## src/rtl/fft_pkg.sv

```systemverilog
// Shared constants and types for the FFT output-side frame receiver.
//   FFT_LEN   : bins per frame
//   FFT_IDX_W : bin index width
//   FFT_DW    : signed sample width of real/imag parts
//   mag_t     : unsigned |re|+|im| magnitude (FFT_DW+1 bits)
//   state_e   : receiver FSM states
package fft_pkg;

  localparam int FFT_LEN   = 1024;
  localparam int FFT_IDX_W = $clog2(FFT_LEN);
  localparam int FFT_DW    = 16;

  typedef logic [FFT_DW:0] mag_t;

  typedef enum logic [1:0] {
    IDLE = 2'd0,
    RECV = 2'd1,
    DONE = 2'd2
  } state_e;

endpackage

```

## src/rtl/fft_mag_abs.sv

```systemverilog
// Combinational |re| + |im| for one complex bin.
//   re_i, im_i : signed DW-bit real/imaginary parts
//   mag_o      : unsigned DW+1-bit magnitude, saturated at all-ones
// The absolute values are formed in DW+1 bits so that -2^(DW-1) maps to
// +2^(DW-1) without overflow.
module fft_mag_abs
  import fft_pkg::*;
#(
  parameter int DW = FFT_DW
) (
  input  logic signed [DW-1:0] re_i,
  input  logic signed [DW-1:0] im_i,
  output logic        [DW:0]   mag_o
);

  logic [DW:0]   abs_re;
  logic [DW:0]   abs_im;
  logic [DW+1:0] sum;

  always_comb begin
    // Two's-complement negate of the sign-extended value: ~{1,x} + 1 = {0,~x} + 1.
    abs_re = re_i[DW-1] ? ({1'b0, ~re_i} + (DW+1)'(1)) : {1'b0, re_i};
    abs_im = im_i[DW-1] ? ({1'b0, ~im_i} + (DW+1)'(1)) : {1'b0, im_i};
    sum    = {1'b0, abs_re} + {1'b0, abs_im};
    mag_o  = sum[DW+1] ? '1 : sum[DW:0];
  end

endmodule

```

## src/rtl/fft_frame_receiver.sv

```systemverilog
// Avalon-ST sink for the FFT output. Receives one sop/eop-delimited frame of
// N complex bins, writes |re|+|im| of each bin to the spectrum RAM one cycle
// after acceptance, and reports the peak bin of the lower half-spectrum
// (bins 1..N/2-1) to the note-detection logic.
//   i_clk, i_reset_n            : clock, asynchronous active-low reset
//   i_sink_valid/sop/eop/real/imag, o_sink_ready : Avalon-ST sink
//   i_frame_ack                 : consumer took the result, re-arm from DONE
//   o_bin_we/addr/mag           : spectrum RAM write port
//   o_frame_done / o_frame_err  : 1-cycle status pulses
//   o_peak_bin / o_peak_mag     : peak of the last good frame
module fft_frame_receiver
  import fft_pkg::*;
#(
  parameter int N     = FFT_LEN,
  parameter int DW    = FFT_DW,
  parameter int IDX_W = FFT_IDX_W
) (
  input  logic             i_clk,
  input  logic             i_reset_n,
  input  logic             i_sink_valid,
  input  logic             i_sink_sop,
  input  logic             i_sink_eop,
  input  logic [DW-1:0]    i_sink_real,
  input  logic [DW-1:0]    i_sink_imag,
  output logic             o_sink_ready,
  input  logic             i_frame_ack,
  output logic             o_bin_we,
  output logic [IDX_W-1:0] o_bin_addr,
  output logic [DW:0]      o_bin_mag,
  output logic             o_frame_done,
  output logic             o_frame_err,
  output logic [IDX_W-1:0] o_peak_bin,
  output logic [DW:0]      o_peak_mag
);

  localparam logic [IDX_W-1:0] LAST_IDX = IDX_W'(N - 1);
  localparam logic [IDX_W-1:0] HALF_IDX = IDX_W'(N / 2);

  state_e           state_q,    state_d;
  logic [IDX_W-1:0] idx_q,      idx_d;
  logic [IDX_W-1:0] run_bin_q,  run_bin_d;
  logic [DW:0]      run_mag_q,  run_mag_d;
  logic             bin_we_q,   bin_we_d;
  logic [IDX_W-1:0] bin_addr_q, bin_addr_d;
  logic [DW:0]      bin_mag_q,  bin_mag_d;
  logic             done_q,     done_d;
  logic             err_q,      err_d;
  logic [IDX_W-1:0] peak_bin_q, peak_bin_d;
  logic [DW:0]      peak_mag_q, peak_mag_d;

  logic             accept;
  logic [DW:0]      beat_mag;
  logic             in_range;
  logic             peak_upd;
  logic [IDX_W-1:0] cand_bin;
  logic [DW:0]      cand_mag;

  fft_mag_abs #(
    .DW (DW)
  ) u_mag_abs (
    .re_i  (i_sink_real),
    .im_i  (i_sink_imag),
    .mag_o (beat_mag)
  );

  assign o_sink_ready = (state_q != DONE);
  assign accept       = i_sink_valid && o_sink_ready;

  // Candidate running peak after considering the current non-sop beat.
  always_comb begin
    in_range = (idx_q != '0) && (idx_q < HALF_IDX);
    peak_upd = in_range && (beat_mag > run_mag_q);
    cand_bin = peak_upd ? idx_q    : run_bin_q;
    cand_mag = peak_upd ? beat_mag : run_mag_q;
  end

  always_comb begin
    state_d    = state_q;
    idx_d      = idx_q;
    run_bin_d  = run_bin_q;
    run_mag_d  = run_mag_q;
    bin_we_d   = 1'b0;
    bin_addr_d = bin_addr_q;
    bin_mag_d  = bin_mag_q;
    done_d     = 1'b0;
    err_d      = 1'b0;
    peak_bin_d = peak_bin_q;
    peak_mag_d = peak_mag_q;

    unique case (state_q)
      IDLE: begin
        if (accept && i_sink_sop) begin
          bin_we_d   = 1'b1;
          bin_addr_d = '0;
          bin_mag_d  = beat_mag;
          idx_d      = IDX_W'(1);
          run_bin_d  = '0;
          run_mag_d  = '0;
          state_d    = RECV;
        end
      end

      RECV: begin
        if (accept) begin
          bin_we_d  = 1'b1;
          bin_mag_d = beat_mag;
          if (i_sink_sop) begin
            // Restart: flag the broken frame, but keep this beat as bin 0.
            err_d      = 1'b1;
            bin_addr_d = '0;
            idx_d      = IDX_W'(1);
            run_bin_d  = '0;
            run_mag_d  = '0;
          end else begin
            bin_addr_d = idx_q;
            run_bin_d  = cand_bin;
            run_mag_d  = cand_mag;
            if (idx_q == LAST_IDX) begin
              idx_d = '0;
              if (i_sink_eop) begin
                done_d     = 1'b1;
                peak_bin_d = cand_bin;
                peak_mag_d = cand_mag;
                state_d    = DONE;
              end else begin
                err_d   = 1'b1;
                state_d = IDLE;
              end
            end else if (i_sink_eop) begin
              err_d   = 1'b1;
              idx_d   = '0;
              state_d = IDLE;
            end else begin
              idx_d = idx_q + IDX_W'(1);
            end
          end
        end
      end

      DONE: begin
        if (i_frame_ack) begin
          state_d = IDLE;
        end
      end

      default: state_d = IDLE;
    endcase
  end

  always_ff @(posedge i_clk or negedge i_reset_n) begin
    if (!i_reset_n) begin
      state_q    <= IDLE;
      idx_q      <= '0;
      run_bin_q  <= '0;
      run_mag_q  <= '0;
      bin_we_q   <= 1'b0;
      bin_addr_q <= '0;
      bin_mag_q  <= '0;
      done_q     <= 1'b0;
      err_q      <= 1'b0;
      peak_bin_q <= '0;
      peak_mag_q <= '0;
    end else begin
      state_q    <= state_d;
      idx_q      <= idx_d;
      run_bin_q  <= run_bin_d;
      run_mag_q  <= run_mag_d;
      bin_we_q   <= bin_we_d;
      bin_addr_q <= bin_addr_d;
      bin_mag_q  <= bin_mag_d;
      done_q     <= done_d;
      err_q      <= err_d;
      peak_bin_q <= peak_bin_d;
      peak_mag_q <= peak_mag_d;
    end
  end

  assign o_bin_we     = bin_we_q;
  assign o_bin_addr   = bin_addr_q;
  assign o_bin_mag    = bin_mag_q;
  assign o_frame_done = done_q;
  assign o_frame_err  = err_q;
  assign o_peak_bin   = peak_bin_q;
  assign o_peak_mag   = peak_mag_q;

endmodule

```

## config.mk

```make
export PLATFORM = sky130hd
export DESIGN_NAME = fft_frame_receiver
export DESIGN_NICKNAME = d
export VERILOG_FILES = /design/src/rtl/fft_pkg.sv /design/src/rtl/fft_mag_abs.sv /design/src/rtl/fft_frame_receiver.sv
export SDC_FILE = /design/constraint.sdc
export NUM_CORES = 1
export LEC_CHECK = 0
export CAP_MARGIN = 5
export CORE_MARGIN = 2
export CORE_UTILIZATION = 60
export CTS_BUF_LIST = sky130_fd_sc_hd__clkbuf_4
export CTS_CLUSTER_SIZE = 40
export DETAILED_ROUTE_END_ITERATION = 16
export GPL_TIMING_DRIVEN = 0
export HOLD_SLACK_MARGIN = 0.1
export PLACE_DENSITY = 0.89
export SLEW_MARGIN = 20
export SYNTH_ARGS = -nofsm -noshare
export SYNTH_HDL_FRONTEND = slang
export SYNTH_HIERARCHICAL = 1
export SYNTH_SLANG_ARGS = --single-unit
export TNS_END_PERCENT = 20
```

## constraint.sdc

```tcl
create_clock -name i_clk -period 3.7 [get_ports i_clk]
set_input_delay 0.37 -clock i_clk [delete_from_list [all_inputs] [get_ports i_clk]]
set_output_delay 0.37 -clock i_clk [all_outputs]
set_load 0.01 [all_outputs]
```

==> metrics.txt <==
status=finished, violations left; failing checks=negative setup slack; DP Wirelength=11100 um; Area growth, synth to finish=43.5%; final worst path period share=129%; FP Rows=35; Async SR Flop Fraction=100%; reg-to-reg startpoint=idx_q[0]; CP Launch Type=primary input; RSZ-0062 raised after global routing=yes; Comb pwr share=48.4%; Syn. warnings=6; worst skew pair latency=480 ps; post-layout util=between 80% and 90%; Main synth FF type=dfrtp_1; Crit. End Element=flop; CTS tree=yes; htree depth=3; Post-synth EDFFs=0; R2R Setup Slk=approximately 860 ps; Syn Std Cell Area=0.00577 mm2; mean area per synthesized cell=9.77 um2; crit-path cells=dlygate4sd2_1 > inv_2 > ha_4 > inv_2 > o31ai_2 > xnor2_1 > ha_1 > nand3_2 > o221ai_4 > a21bo_2 > a221oi_4 > xor2_1 > nand2_1 > ha_1 > nand4_1 > or4_4 > nor2_4 > buf_4 > nor4_4 > nor3_4 > buf_6 > buf_4 > a22o_1; Crit Path Category=primary input to flop; CP required=4120 ps; Post-DRT Antenna Nets=0; cell depth of the worst setup path=23; Wirelength per Cell=roughly 25 um; family with the most delay on the worst path=simple AND/OR/NAND/NOR gates; TritonCTS Buffers=9; global route total overflow=0; worst reg-to-reg path cell count=8; P_int=between 0.002 and 0.0025 W; Clock Skew=22.1 ps; # DRC=0; clk sinks=96; Peak supply drop=0.239 mV; power per cell area=444 mW/mm2; Synth area leader=dfrtp_1; Clock Path Buffers=2; P_sw=about 0.0015 W; sequential power share=~35%; Port Buffer Count=95; core area=0.00928 mm2; vias in the first global route=5624; share of layout cells above drive strength 1=29.2%; DR iter-0 viols=669; Hold WS=455 ps; TritonRoute pass-1 iters=8; fin worst setup slack=-1060 ps; critical-path maximum fanout=5; final hold violation count=0; min cycle time layout=4760 ps; Tightest Hold Check Type=primary input to asynchronous set/reset pin; MaxCap Viol Count=0; sw frac=40.6%; slowest stage delay, CP=around 600 ps; most frequent cell after synthesis=dfrtp_1; CP max stage cell=or4_4; all-layer global routing usage=33.8%; top post-synthesis cells by area=dfrtp_1 (42%), ha_1 (8.7%), nand2_1 (6.0%); P_leak=3.82 nW; Slew Limit Headroom=54.6%; Ant. Diodes=0; Critical R2R Capture=o_peak_bin[9]; Clk pwr share=~17%; Placer Congestion=0.891; Initial Util=62.2%; vias=approximately 6.0k; Final Setup Violations=27; top cell type's share of synthesized area=around two fifths; Syn Inst Count=591; pin count of the biggest net entering global routing=54; Clock Root Buffer=clkbuf_4; post-synthesis cell type count=65; die height=102 um; top post-synthesis cells by count=dfrtp_1 (96), nand2_1 (92), ha_1 (40); initial antenna violation count=0; final WL=21800 um; sequential fraction of the synthesis area=41.6%; Achievable Freq=about 0.21 GHz; Final Max Tran Viols=0; NumNets Final=832; Reg clk slew, reported paths=170 ps; Bufs and invs on worst path=6; I/O Pins=96; Die ar.=roughly 0.010 mm2; Via density=between 6 and 7; Die Wd=102 um; WP data arrival=5180 ps; Worst-Margin Slew=678 ps; first-pass GRT wire length=27400 um; FF+latch count, synth=96
routing by layer:
layer  routed length [um]  share of wire (%)  track usage (%)  vias up
li1                     -                  -                -     2423
met4                 1650                7.6             13.2        0
met2                10600                 49             60.7      553
met5                    0                  0                0        -
met3                 1950                9.0             6.77      191
met1                 7510                 35             39.8     2856
repair_timing:
| action | in CTS | in global routing |
|---|---|---|
| setup endpoints to repair | 27 | 27 |
| hold buffers | 1 | 0 |
| cloned | 1 | 3 |
| gates resized for setup | 124 | 104 |
| setup buffers | 38 | 17 |
| pin swaps | 60 | 63 |
| hold endpoints to repair | 52 | 0 |
stage by stage:
stage | std cells | power [W] | setup TNS, ps | setup slack [ps] | area, um2
6_report | 887 | 0.00368 | -27260 | -1060 | 8280
3_3_place_gp | 816 | 0.00235 | -147510 | -1930 | 6930
2_1_floorplan | 592 | 0.00199 | -22190 | -851 | 5820
4_1_cts | 869 | 0.00322 | -20210 | -797 | 7720
3_5_place_dp | 817 | 0.00241 | -54820 | -2040 | 6950
5_1_grt | 887 | 0.00379 | -30020 | -1210 | 8280
state kept, by name, summed over array words and instances (netlist names):
register and count:
o_bin_we 1, run_mag_q 17, o_bin_addr 10, o_peak_mag 17, o_peak_bin 10, run_bin_q 10
o_bin_mag 17, idx_q 10, o_frame_err 1, state_q 2, o_frame_done 1
how the worst max path moves through the flow:
stage                   start             to  slack [ps]
2_1_floorplan  i_sink_imag[4]  run_mag_q[10]        -850
3_3_place_gp   i_sink_imag[4]   run_bin_q[8]       -1930
3_5_place_dp   i_sink_real[2]   run_bin_q[8]       -2040
4_1_cts        i_sink_imag[4]   run_bin_q[0]        -800
5_1_grt        i_sink_imag[4]   run_mag_q[7]       -1210
6_report       i_sink_imag[0]   run_mag_q[1]       -1060
power by group through the flow:
stage / logic, W / clock network, W / registers [W]
4_1_cts: 0.00137 / 0.000592 / 0.00125
3_3_place_gp: 0.00108 / 0 / 0.00127
2_1_floorplan: 0.000712 / 0 / 0.00127
5_1_grt: 0.00186 / 0.000657 / 0.00128
3_5_place_dp: 0.00114 / 0 / 0.00127
6_report: 0.00178 / 0.000626 / 0.00127
layout by cell type (no fill, tap or decap), types with 5 or more instances in the layout:
cell type / instances
buf_8: 5
ha_1: 25
o21ai_1: 6
buf_6: 13
mux2_2: 7
dfrtp_1: 96
a21oi_1: 15
a22o_1: 34
inv_1: 28
clkbuf_4: 9
clkbuf_1: 7
mux2_1: 20
or4_4: 5
buf_2: 7
a21o_1: 8
xnor2_1: 22
inv_2: 7
clkbuf_2: 9
nand4_1: 9
nand3_1: 8
clkdlybuf4s50_1: 74
a21oi_2: 11
xnor2_2: 5
o21ai_0: 15
xor2_1: 13
nand2_1: 86
ha_4: 12
nor2_1: 23
buf_4: 49
area by class of cell:
class | count | area, um2
clock buffers | 9 | 67.6
multi-input cells | 436 | 3820
well taps | 129 | 161
clock inverters | 7 | 78.8
inverters | 35 | 131
flip-flops and latches | 96 | 2400
fillers | 386 | 1000
repair buffers | 155 | 1460
plain buffers | 20 | 158
cell families (layout without fill, tap and decap cells):
family                   after synthesis  in the layout  share of synthesized area, %
adder cells (fa/ha/maj)               41             41                          9.02
XOR/XNOR                              42             42                          6.37
flip-flops                            96             96                          41.6
AND/OR/NAND/NOR                      188            188                          16.0
AO/OA/AOI/OAI                        136            136                          16.8
multiplexers                          27             27                          5.27
other                                  1              2                        0.0650
buffers and inverters                 60            226                          4.83
Power figures use the tool's default switching activity.
